## src/rtl/miss_arbiter_pkg.sv

```systemverilog
// miss_arb_pkg
//   Shared constants and types for the memblk read-miss arbiter slice.
//   NREQ cores share one miss port. Each miss carries an AW-bit address and
//   comes back as a PW-bit physical line. At most DEPTH misses are
//   outstanding at any time, and each is tagged with an IDW-bit requester ID.
package miss_arb_pkg;

  localparam int NREQ  = 36;
  localparam int AW    = 39;
  localparam int PW    = 40;
  localparam int DEPTH = 8;
  localparam int IDW   = 6;

  // Pointer and occupancy width. The extra MSB tells full apart from empty.
  localparam int OCCW  = $clog2(DEPTH) + 1;

  typedef logic [IDW-1:0] req_id_t;

  typedef struct packed {
    logic [AW-1:0] addr;
    req_id_t       id;
  } miss_req_t;

endpackage

```

## src/rtl/miss_arbiter_if.sv

```systemverilog
// miss_arbiter_if
//   Bundles the core-side miss signals and the memblk-side issue/response
//   signals of the miss arbiter.
//   Core side   : req_en, req_addr -> arbiter; req_busy, rsp_done, rsp_phy <- arbiter
//   memblk side : mem_stall, mem_rvalid, mem_rphy -> arbiter;
//                 mem_rden, mem_addr, mem_id <- arbiter
//   Modport slave is the arbiter's view. Modport master is the view of the
//   cores and memblk that drive it.
interface miss_arbiter_if;
  import miss_arb_pkg::*;

  logic [NREQ-1:0]         req_en;
  logic [NREQ-1:0][AW-1:0] req_addr;
  logic [NREQ-1:0]         req_busy;

  logic                    mem_stall;
  logic                    mem_rden;
  logic [AW-1:0]           mem_addr;
  req_id_t                 mem_id;
  logic                    mem_rvalid;
  logic [PW-1:0]           mem_rphy;

  logic [NREQ-1:0]         rsp_done;
  logic [PW-1:0]           rsp_phy;

  modport slave (
    input  req_en, req_addr, mem_stall, mem_rvalid, mem_rphy,
    output req_busy, mem_rden, mem_addr, mem_id, rsp_done, rsp_phy
  );

  modport master (
    output req_en, req_addr, mem_stall, mem_rvalid, mem_rphy,
    input  req_busy, mem_rden, mem_addr, mem_id, rsp_done, rsp_phy
  );

endinterface

```

## src/rtl/miss_arbiter_id_fifo.sv

```systemverilog
// miss_id_fifo
//   In-order FIFO of requester IDs, DEPTH entries of IDW bits, for misses
//   that have been issued to memblk and not yet answered.
//   Ports:
//     clk, rst   clock and synchronous active-high reset (empties the FIFO)
//     push       write push_id at the tail
//     pop        drop the head entry
//     head_id    current head entry, valid while empty is low
//     empty      no outstanding entries
//     occupancy  number of stored entries, 0..DEPTH
//   A push and a pop in the same cycle are allowed even when the FIFO is full.
module miss_id_fifo
  import miss_arb_pkg::*;
(
  input  logic            clk,
  input  logic            rst,
  input  logic            push,
  input  req_id_t         push_id,
  input  logic            pop,
  output req_id_t         head_id,
  output logic            empty,
  output logic [OCCW-1:0] occupancy
);

  localparam int LW = $clog2(DEPTH);

  req_id_t         mem [DEPTH];
  logic [OCCW-1:0] wr_ptr;
  logic [OCCW-1:0] rd_ptr;
  logic            full;
  logic            do_push;
  logic            do_pop;

  // Both pointers carry one extra wrap bit. The FIFO is full when the wrap
  // bits differ and the index bits match.
  assign full      = (wr_ptr[LW] != rd_ptr[LW]) && (wr_ptr[LW-1:0] == rd_ptr[LW-1:0]);
  assign empty     = (wr_ptr == rd_ptr);
  assign occupancy = wr_ptr - rd_ptr;
  assign head_id   = mem[rd_ptr[LW-1:0]];

  // A push into a full FIFO is accepted only when the head leaves in the
  // same cycle. The write then reuses the slot being vacated.
  assign do_push = push & (~full | do_pop);
  assign do_pop  = pop & ~empty;

  always_ff @(posedge clk) begin
    if (rst) begin
      wr_ptr <= '0;
      rd_ptr <= '0;
    end else begin
      if (do_push) wr_ptr <= wr_ptr + 1'b1;
      if (do_pop)  rd_ptr <= rd_ptr + 1'b1;
    end
  end

  // Storage needs no reset: the pointers decide which entries are live.
  always_ff @(posedge clk) begin
    if (do_push) mem[wr_ptr[LW-1:0]] <= push_id;
  end

endmodule

```

## src/rtl/miss_arbiter.sv

```systemverilog
// miss_arbiter
//   Shares the single memblk read-miss port among NREQ cores. Each core's
//   miss is latched, one latched miss is issued per cycle in round-robin
//   order, the IDs of in-flight misses are tracked in order, and each
//   returned physical line is sent back to the core that asked for it.
//   Ports:
//     clk, rst     clock and synchronous active-high reset
//     bus          miss_arbiter_if.slave: core requests/busy/completions and
//                  memblk issue/stall/response
//     err_orphan   sticky flag: a response arrived with nothing outstanding
//   Optional (macro MISS_ARB_STATS_EN):
//     stat_issue   count of issue cycles (mem_rden high), wraps at 2^32
//     stat_stall   count of cycles with a pending miss that could not issue
//     stat_maxocc  peak number of outstanding misses
module miss_arbiter
  import miss_arb_pkg::*;
(
  input  logic            clk,
  input  logic            rst,
  miss_arbiter_if.slave   bus,
  output logic            err_orphan
`ifdef MISS_ARB_STATS_EN
  ,
  output logic [31:0]     stat_issue,
  output logic [31:0]     stat_stall,
  output logic [OCCW-1:0] stat_maxocc
`endif
);

  logic [NREQ-1:0] pend;
  logic [NREQ-1:0] busy;
  logic [AW-1:0]   addr_q [NREQ];
  req_id_t         rr_ptr;

  logic            rden_q;
  miss_req_t       issue_q;
  logic [NREQ-1:0] done_q;
  logic [PW-1:0]   phy_q;
  logic            orphan_q;

  logic [NREQ-1:0] capture;
  logic            pop;
  logic            eligible;
  req_id_t         winner;
  logic [NREQ-1:0] issue_mask;
  logic [NREQ-1:0] done_mask;

  req_id_t         fifo_head;
  logic            fifo_empty;
  logic [OCCW-1:0] fifo_occ;

  // Rotating-priority pick: the first pending core at or after ptr, wrapping
  // around to core 0. Returns 0 when nothing is pending, and the caller gates
  // the result on |req.
  function automatic req_id_t rr_pick(input logic [NREQ-1:0] req, input req_id_t ptr);
    req_id_t win;
    logic    found;
    int      idx;
    win   = '0;
    found = 1'b0;
    for (int i = 0; i < NREQ; i++) begin
      idx = int'(ptr) + i;
      if (idx >= NREQ) idx = idx - NREQ;
      if (!found && req[idx]) begin
        found = 1'b1;
        win   = IDW'(idx);
      end
    end
    return win;
  endfunction

  miss_id_fifo u_id_fifo (
    .clk       (clk),
    .rst       (rst),
    .push      (eligible),
    .push_id   (winner),
    .pop       (pop),
    .head_id   (fifo_head),
    .empty     (fifo_empty),
    .occupancy (fifo_occ)
  );

  // A core is captured only while it is idle, so a core can never be
  // captured and issued in the same cycle. A slot freed by a pop this cycle
  // can take this cycle's issue.
  always_comb begin
    capture    = bus.req_en & ~busy;
    pop        = bus.mem_rvalid & ~fifo_empty;
    eligible   = ~bus.mem_stall & (|pend) & ((fifo_occ < OCCW'(DEPTH)) | pop);
    winner     = rr_pick(pend, rr_ptr);
    issue_mask = '0;
    done_mask  = '0;
    if (eligible) issue_mask = NREQ'(1) << winner;
    if (pop)      done_mask  = NREQ'(1) << fifo_head;
  end

  // Control state and registered outputs. busy stays set from capture until
  // the response lands, which covers both the latched and in-flight phases.
  always_ff @(posedge clk) begin
    if (rst) begin
      pend     <= '0;
      busy     <= '0;
      rr_ptr   <= '0;
      rden_q   <= 1'b0;
      issue_q  <= '0;
      done_q   <= '0;
      phy_q    <= '0;
      orphan_q <= 1'b0;
    end else begin
      pend   <= (pend & ~issue_mask) | capture;
      busy   <= (busy & ~done_mask) | capture;
      rden_q <= eligible;
      done_q <= done_mask;
      if (eligible) begin
        issue_q.addr <= addr_q[winner];
        issue_q.id   <= winner;
        rr_ptr       <= (winner == IDW'(NREQ - 1)) ? '0 : winner + 1'b1;
      end
      if (pop) phy_q <= bus.mem_rphy;
      if (bus.mem_rvalid && fifo_empty) orphan_q <= 1'b1;
    end
  end

  // The address latch needs no reset. It is read only while the matching
  // pend bit is set.
  always_ff @(posedge clk) begin
    for (int i = 0; i < NREQ; i++) begin
      if (capture[i]) addr_q[i] <= bus.req_addr[i];
    end
  end

  assign bus.req_busy = busy;
  assign bus.mem_rden = rden_q;
  assign bus.mem_addr = issue_q.addr;
  assign bus.mem_id   = issue_q.id;
  assign bus.rsp_done = done_q;
  assign bus.rsp_phy  = phy_q;
  assign err_orphan   = orphan_q;

`ifdef MISS_ARB_STATS_EN
  // Statistics counters. stat_maxocc cannot exceed DEPTH because occupancy
  // never does.
  always_ff @(posedge clk) begin
    if (rst) begin
      stat_issue  <= '0;
      stat_stall  <= '0;
      stat_maxocc <= '0;
    end else begin
      if (rden_q)               stat_issue  <= stat_issue + 1'b1;
      if ((|pend) && !eligible) stat_stall  <= stat_stall + 1'b1;
      if (fifo_occ > stat_maxocc) stat_maxocc <= fifo_occ;
    end
  end
`endif

endmodule

```

## src/flat_wrapper.sv

```systemverilog
// flat-port wrapper written by rule: the top's interface ports become plain ports
module miss_arbiter_flat import miss_arb_pkg::*;
  (clk, rst, err_orphan, bus_req_en, bus_req_addr, bus_mem_stall, bus_mem_rvalid, bus_mem_rphy, bus_req_busy, bus_mem_rden, bus_mem_addr, bus_mem_id, bus_rsp_done, bus_rsp_phy);
  miss_arbiter_if bus_i ();
  input  logic clk;
  input  logic rst;
  output logic err_orphan;
  input wire logic [$bits(bus_i.req_en)-1:0] bus_req_en;
  input wire logic [$bits(bus_i.req_addr)-1:0] bus_req_addr;
  input wire logic [$bits(bus_i.mem_stall)-1:0] bus_mem_stall;
  input wire logic [$bits(bus_i.mem_rvalid)-1:0] bus_mem_rvalid;
  input wire logic [$bits(bus_i.mem_rphy)-1:0] bus_mem_rphy;
  output wire logic [$bits(bus_i.req_busy)-1:0] bus_req_busy;
  output wire logic [$bits(bus_i.mem_rden)-1:0] bus_mem_rden;
  output wire logic [$bits(bus_i.mem_addr)-1:0] bus_mem_addr;
  output wire logic [$bits(bus_i.mem_id)-1:0] bus_mem_id;
  output wire logic [$bits(bus_i.rsp_done)-1:0] bus_rsp_done;
  output wire logic [$bits(bus_i.rsp_phy)-1:0] bus_rsp_phy;
  assign bus_i.req_en = bus_req_en;
  assign bus_i.req_addr = bus_req_addr;
  assign bus_i.mem_stall = bus_mem_stall;
  assign bus_i.mem_rvalid = bus_mem_rvalid;
  assign bus_i.mem_rphy = bus_mem_rphy;
  assign bus_req_busy = bus_i.req_busy;
  assign bus_mem_rden = bus_i.mem_rden;
  assign bus_mem_addr = bus_i.mem_addr;
  assign bus_mem_id = bus_i.mem_id;
  assign bus_rsp_done = bus_i.rsp_done;
  assign bus_rsp_phy = bus_i.rsp_phy;
  miss_arbiter u_core (.clk(clk), .rst(rst), .bus(bus_i), .err_orphan(err_orphan));
endmodule
```

## config.mk

```make
export PLATFORM = sky130hd
export DESIGN_NAME = miss_arbiter_flat
export DESIGN_NICKNAME = d
export VERILOG_FILES = /design/src/rtl/miss_arbiter_pkg.sv /design/src/rtl/miss_arbiter_if.sv /design/src/rtl/miss_arbiter_id_fifo.sv /design/src/rtl/miss_arbiter.sv /design/src/flat_wrapper.sv
export SDC_FILE = /design/constraint.sdc
export NUM_CORES = 2
export LEC_CHECK = 0
export ABC_AREA = 1
export ABC_CLOCK_PERIOD_IN_PS = 8119
export BUFFER_PORTS_ARGS = -buffer_cell sky130_fd_sc_hd__buf_2
export CELL_PAD_IN_SITES_DETAIL_PLACEMENT = 1
export CELL_PAD_IN_SITES_GLOBAL_PLACEMENT = 1
export CORE_AREA = 2 2 645 647
export DETAILED_ROUTE_END_ITERATION = 8
export DIE_AREA = 0 0 647 649
export GPL_TIMING_DRIVEN = 1
export PLACE_DENSITY = 0.56
export SLEW_MARGIN = 15
export SYNTH_ARGS = -nofsm -noshare
export SYNTH_HDL_FRONTEND = slang
export SYNTH_SLANG_ARGS = --single-unit
export TNS_END_PERCENT = 1
```

## constraint.sdc

```tcl
create_clock -name clk -period 8.12 [get_ports clk]
set_clock_uncertainty 0.15 [all_clocks]
set_input_delay 0 -clock clk [delete_from_list [all_inputs] [get_ports clk]]
set_output_delay 0 -clock clk [all_outputs]
set_load 0.02 [all_outputs]
```

* Word level (Yosys, flattened, before mapping)
Memory sizes are Yosys's and may differ from the RTL's. A register that Yosys moved wholly into a read port is not among the register bits. Index checks and enable logic that the tools add are counted.
Operators by class: add/subtract/negate cells 75, multipliers 0, div/mod/pow operators 0, magnitude comparators 73, equal/unequal tests 4, shifts and indexed selects 2, muxes and demuxes 294, bitwise gates (word level) 18, reduce and logical (&&, ||, !) cells 73
Operator list (count):
- $lt A32 B8 Y1 const B | 36
- $mux W32 | 36
- $ge A32 B7 Y1 const B | 35
- $sub A32 B7 Y32 const B | 35
- $mux W6 | 37
- $bmux W1 S6 | 36
- $mux W1 | 181
- $add A6 B5 Y7 const B | 16
- $and A36 B36 Y36 | 3
- $not A36 Y36 | 3
- $mux W36 | 2
- $or A36 B36 Y36 | 2
- $shl A1 B6 Y36 const A | 2
- $add A6 B4 Y7 const B | 8
- $logic_and A1 B1 Y1 | 37
- $reduce_or A36 Y1 | 1
- $logic_not A1 Y1 | 35
- $add A6 B3 Y7 const B | 4
- $add A6 B6 Y7 const B | 4
- $add A6 B2 Y7 const B | 2
- $add A4 B1 Y4 const B | 2
- $add A6 B1 Y7 const B | 1
- $sub A6 B6 Y7 const B | 1
- $add A6 B1 Y6 const B | 1
- other kinds (11) | 19
Word-level totals: register bits 170, latch bits 0, memory bits (writable) 1452, memory bits (read-only) 0, memories 2
Memories:
- u_core.addr_q | words 36, width 39, rd ports 1, clocked after memory_dff 1, wr ports 36, line miss_arbiter.sv:32 | logic [AW-1:0] addr_q [NREQ];
- u_core.u_id_fifo.mem | words 8, width 6, rd ports 1, clocked after memory_dff 1, wr ports 1, line miss_arbiter_id_fifo.sv:27 | req_id_t mem [DEPTH];

* Depth between registers and ports, before layout
word-level depth 116, gate-level depth with buffers 56

* Hierarchy
From an unflattened synthesis, not the netlist that was laid out.
Unflattened totals: cell total of the unflattened synthesis 8589, area, all modules 79192.2 um2
By module, submodules not included:
- miss_arbiter | times used 1, cells each 8362, area an instance 76656.0 um2, seq. area each 46184.3 um2
- miss_id_fifo | times used 1, cells each 227, area an instance 2536.2 um2, seq. area each 1661.6 um2

* Worst setup path after synthesis
OpenSTA, ideal clock, no wires.
path type flip-flop to flip-flop, start register u_core.rr_ptr[1], end register u_core.pend[11], library setup time 0.132 ns, arrival time 6.642 ns, data required time 7.838 ns, path slack 1.196 ns, cell stages (with the launch flop) 45, buffers on the path 6, clock period less this slack 6.924 ns, cells stage by stage dfxtp_1 > inv_1 > buf_4 > clkbuf_1 > ha_1 > xor2_2 > clkbuf_1 > ha_1 > inv_1 > nor2_1 > nand3_1 > nand2_1 > nand2_2 > o21ai_1 > nand3_1 > nand3_1 > nand3_1 > nand2_1 > [... 9 more ...] > nor2_4 > nand4_2 > nor2_4 > nand4_4 > nor2_4 > nand4_4 > nor2_2 > o21ai_2 > inv_1 > nand2_1 > nand2_1 > buf_2 > buf_4 > buf_2 > ha_1 > nand2_1 > o21ai_0 > a21oi_1
Between the ends: cells in the longest elaborated chain, start to end 116, elaborated cells on any way between the ends 397
Ends and longest elaborated chain:
- start, declared | line miss_arbiter.sv:33 | req_id_t rr_ptr;
- start signal, assigned | line miss_arbiter.sv:117 | rr_ptr <= (winner == IDW'(NREQ - 1)) ? '0 : winner + 1'b1;
- parallel branches: the longest is 110 deep, another holds $sub A32 B7 Y32
- $mux W6 (*) | line miss_arbiter.sv:64 | if (!found && req[idx]) begin
- $shl A1 B6 Y36 (*) | line miss_arbiter.sv:93 | if (eligible) issue_mask = NREQ'(1) << winner;
- $mux W36 (*) | line miss_arbiter.sv:93
- $not A36 Y36 (*) | line miss_arbiter.sv:110 | pend <= (pend & ~issue_mask) | capture;
- $and A36 B36 Y36 (*) | line miss_arbiter.sv:110
- $or A36 B36 Y36 (*) | line miss_arbiter.sv:110
- end signal, assigned | line miss_arbiter.sv:110
- end, declared | line miss_arbiter.sv:30 | logic [NREQ-1:0] pend;
Mark *: on every way between the ends. The select of a mux whose other input is x is not followed. A chain may end at the register's enable or synchronous reset.

* Final worst setup path
start register u_core.rr_ptr[1], end register, netlist name u_core.bus.mem_addr[2]
Between the ends: cells in the longest elaborated chain, start to end 111, elaborated cells on any way between the ends 392
Ends and longest elaborated chain (line):
- parallel branches: the longest is 110 deep, another holds $sub A32 B7 Y32
- $mux W6 (*) | miss_arbiter.sv:64
Marked as above.

==> results.py <==
metrics = {
    "synthesis": {
        "ys_types": 68,
        "syn_nets": 10100,
        "yosys_warnings": 0,
        "synthTopCellsByArea": "edfxtp_1, nand2_1, nand3_1",
        "synth-seq-cells": 1664,
        "syn_area_per_cell_um2": 9.47,
        "syn_area_mm2": 0.0810,
        "post-synth-top-area-cell": "edfxtp_1",
        "synth_top_cell_area_share_pct": 53.8,
        "async_flop_share_pct": 0,
        "synthCells": 8549,
        "ys.flop_type": "edfxtp_1",
        "synth_edf_count": 1452,
        "seq_area_frac_synth_pct": 59.1,
    },
    "cells_and_area": {
        "final_nets": 15500,
        "fillers": 47200,
        "final_cells": 19800,
        "post_route_cells_drive_above_1_share_pct": 23.1,
        "fin_util_pct": 34.4,
        "syn2layout_area_growth_pct": 75.0,
    },
    "clock_network": {
        "cts_root_buf": "clkbuf_16",
        "clk_latency_ns": 1.02,
        "cts_buffers": 207,
        "cts_buffer_depth": 4,
        "cts.clk_slew.worst_paths_ns": 0.06,
        "numClockSinks": 1664,
        "cts_tree": "done",
        "ctsHtreeMaxLevel": 4,
    },
    "sta": {
        "final-setup-viol-count": 0,
        "max_freq_mhz": 126,
        "rsz0062_at_grt": "true",
        "whs_ns": 0.0637,
        "post-route-period-util_pct": 97.8,
        "drv_slew": 0,
        "hold_viol_final": 0,
        "maxSlewHeadroom_pct": 22.0,
        "worstMarginPinSlew_ns": 1.17,
        "finalCriticalPeriod_ns": 7.94,
    },
    "global_routing": {
        "grt-ovfl-total": 0,
        "grt_max_degree": 63,
        "gr-usage-all-layers_pct": 29.1,
        "grt_pass1_wl_um": 844000,
        "antenna_found_initial": 292,
        "grt_pass1_vias": 99300,
    },
    "routing": {
        "final_antenna_net_count": 0,
        "post-route-drc-count": 0,
        "first_iter_violations": 10900,
        "wl_met1_um": 245000,
        "detail_route.wl_per_cell_um": 32.1,
        "routed.top_layer": "met5",
        "routed_wirelength_um": 637000,
        "route.met3.wl_um": 47900,
        "met2_wirelength_um": 295000,
        "num_vias": 95200,
        "dr.pass1.iters": 6,
        "vias_per_cell": 4.80,
    },
    "worst_setup_path": {
        "critPathKind": "reg -> reg",
        "cp.arrival_ns": 8.60,
        "cp_common_cell": "nand2_1",
        "slowest_delay_ns": 0.38,
        "critPathSlowestCell": "dfxtp_4",
        "cp-end-kind": "flip-flop",
        "critPathLaunchType": "flip-flop",
        "cp_max_fo": 48,
        "cp.required_ns": 8.78,
    },
    "floorplanning": {
        "io_pins": 1643,
        "die_area_mm2": 0.420,
        "initial_core_util_pct": 19.6,
        "rows": 236,
        "core_area_mm2": 0.413,
        "die_y_um": 649,
        "die_w_um": 647,
    },
    "worst_hold_path": {
        "hp-class": "in -> reg",
    },
    "place": {
        "place.gp.congestion": 0.954,
        "dpl.hpwl_um": 456000,
        "port_buffers": 1642,
        "dp.cells": 16200,
    },
    "job": {
        "maxCapViolations": 0,
    },
    "status": {
        "status": "finished, final reports clean",
    },
}
==> timing repair <==
action | CTS | global route
gates resized for setup | 16 | 106
gates cloned | 1 | 3
hold buffers | 2960 | 0
setup endpoints to repair | 16 | 67
buffers inserted | 0 | 27
hold endpoints to repair | 2992 | 0
pin swaps | 0 | 16
==> worst max-delay path: cells and delay by family (launching register included) <==
| family | cells | cell delay, ns |
|---|---|---|
| AOI/OAI and AO/OA | 4 | 0.85 |
| xor gates and xnor gates | 1 | 0.13 |
| adders and majority gates | 2 | 0.38 |
| buffers and inverters | 10 | 1.59 |
| DFF | 1 | 0.38 |
| and+or+nand+nor | 33 | 4.24 |
==> per-layer routing <==
metal | vias up | track usage, %
li1 | 40100 | -
met1 | 46900 | 34.9
met2 | 6051 | 47.9
met3 | 2122 | 5.80
met4 | 74 | 18.0
met5 | - | 0.263
==> cells in the mapped netlist (4+ instances only) <==
cell      number
clkinv_1       5
o311ai_0       9
clkbuf_1     111
o211ai_1      85
nor2_4         8
xnor2_1        5
nand3_1     1403
ha_1          60
o221ai_1      14
o21ai_2       11
buf_6         29
nand2_1     1940
nand4_1       89
o41ai_1        5
a22oi_1       44
inv_1       1171
edfxtp_1    1452
o21ai_1       65
nor2_2         7
buf_1         17
dfxtp_1      212
o21a_1        11
o31ai_1       21
nand4_2        6
o21ai_0      306
nand3b_1     395
or2_1          6
nor2_1       343
a21oi_1      173
buf_2        247
buf_4         41
a41oi_1        4
xor2_1        73
or2_2         15
a31oi_1       19
nor4_1        10
nand2_2       26
xor2_2         5
o22ai_1       15
inv_2         32
nor3_1        19
==> layout make-up <==
type                       instances  area [um2]  area share (%)
clock inverter                   130        1460            1.03
inverter                        1209        4570            3.23
clock buffer                     249        5410            3.82
tap                             5474        6850            4.83
sequential                      1664       47900            33.8
antenna                          227         568           0.401
multi-input combinational       5228       27000            19.0
timing repair buffer            5663       48000            33.9
==> layout by cell type, fill, tap and decap left out, drive strengths merged, types with 16 or more instances in the layout <==
master | Yosys | final
dlygate4sd3 | 1 | 2960
buf | 334 | 2699
nand2 | 1969 | 1969
edfxtp | 1452 | 1452
nand3 | 1404 | 1404
inv | 1204 | 1212
nand3b | 395 | 395
o21ai | 382 | 382
nor2 | 358 | 358
clkbuf | 113 | 252
diode | 0 | 227
dfxtp | 212 | 212
a21oi | 174 | 174
nand4 | 98 | 98
clkinv | 5 | 87
o211ai | 85 | 85
xor2 | 79 | 79
ha | 60 | 60
a22oi | 44 | 44
bufinv | 0 | 24
o31ai | 23 | 23
nor3 | 21 | 21
or2 | 21 | 21
a31oi | 20 | 20
clkinvlp | 0 | 16
==> path summary, 6_finish.rpt <==
kind | start | end | slack (ns) | depth (start not counted)
worst max-delay path | u_core.rr_ptr[1]$_SDFFE_PP0P_ | u_core.bus.mem_addr[2]$_SDFFE_PP0P_ | 0.18 | 50
worst min-delay path | bus_mem_rphy[32] | u_core.bus.rsp_phy[32]$_SDFFE_PP0P_ | 0.06 | 4
worst min register to register | u_core.bus.mem_id[0]$_SDFFE_PP0P_ | u_core.bus.mem_id[0]$_SDFFE_PP0P_ | 0.32 | 2
worst max register to register | u_core.rr_ptr[1]$_SDFFE_PP0P_ | u_core.bus.mem_addr[2]$_SDFFE_PP0P_ | 0.18 | 50
==> per-stage QoR <==
step | worst slack (ns) | setup TNS [ns] | area (um2)
final | 0.180 | 0 | 142000
after global routing | -0.172 | -1.09 | 142000
after CTS | -0.00900 | -0.00900 | 140000
after detailed placement | -0.367 | -2.61 | 104000
after global placement | -0.528 | -7.39 | 104000
after floorplan | 1.20 | 0 | 81000
==> flip-flops by register name, summed over array words and instances, names as in the netlist, 36 cells and up, named ones only <==
signal,count
u_core.addr_q,1404
u_core.bus.req_busy,36
u_core.bus.mem_addr,39
u_core.bus.rsp_done,36
u_core.pend,36
u_core.bus.rsp_phy,40
u_core.u_id_fifo.mem,48
==> cells by family (layout without fill, tap and decap cells) <==
group | count (synthesis) | after routing | synth area share [%]
adders and majority gates | 60 | 60 | 0.927
other | 0 | 227 | 0
and+or+nand+nor | 4281 | 4281 | 24.6
buffers and inverters | 1657 | 7251 | 8.54
DFF | 1664 | 1664 | 59.1
AOI/OAI and AO/OA | 802 | 802 | 5.81
xor gates and xnor gates | 85 | 85 | 1.01
Power is left out: the tool's default activity adds up to more than one toggle a clock period on the data nets, which glitch-free logic cannot reach.
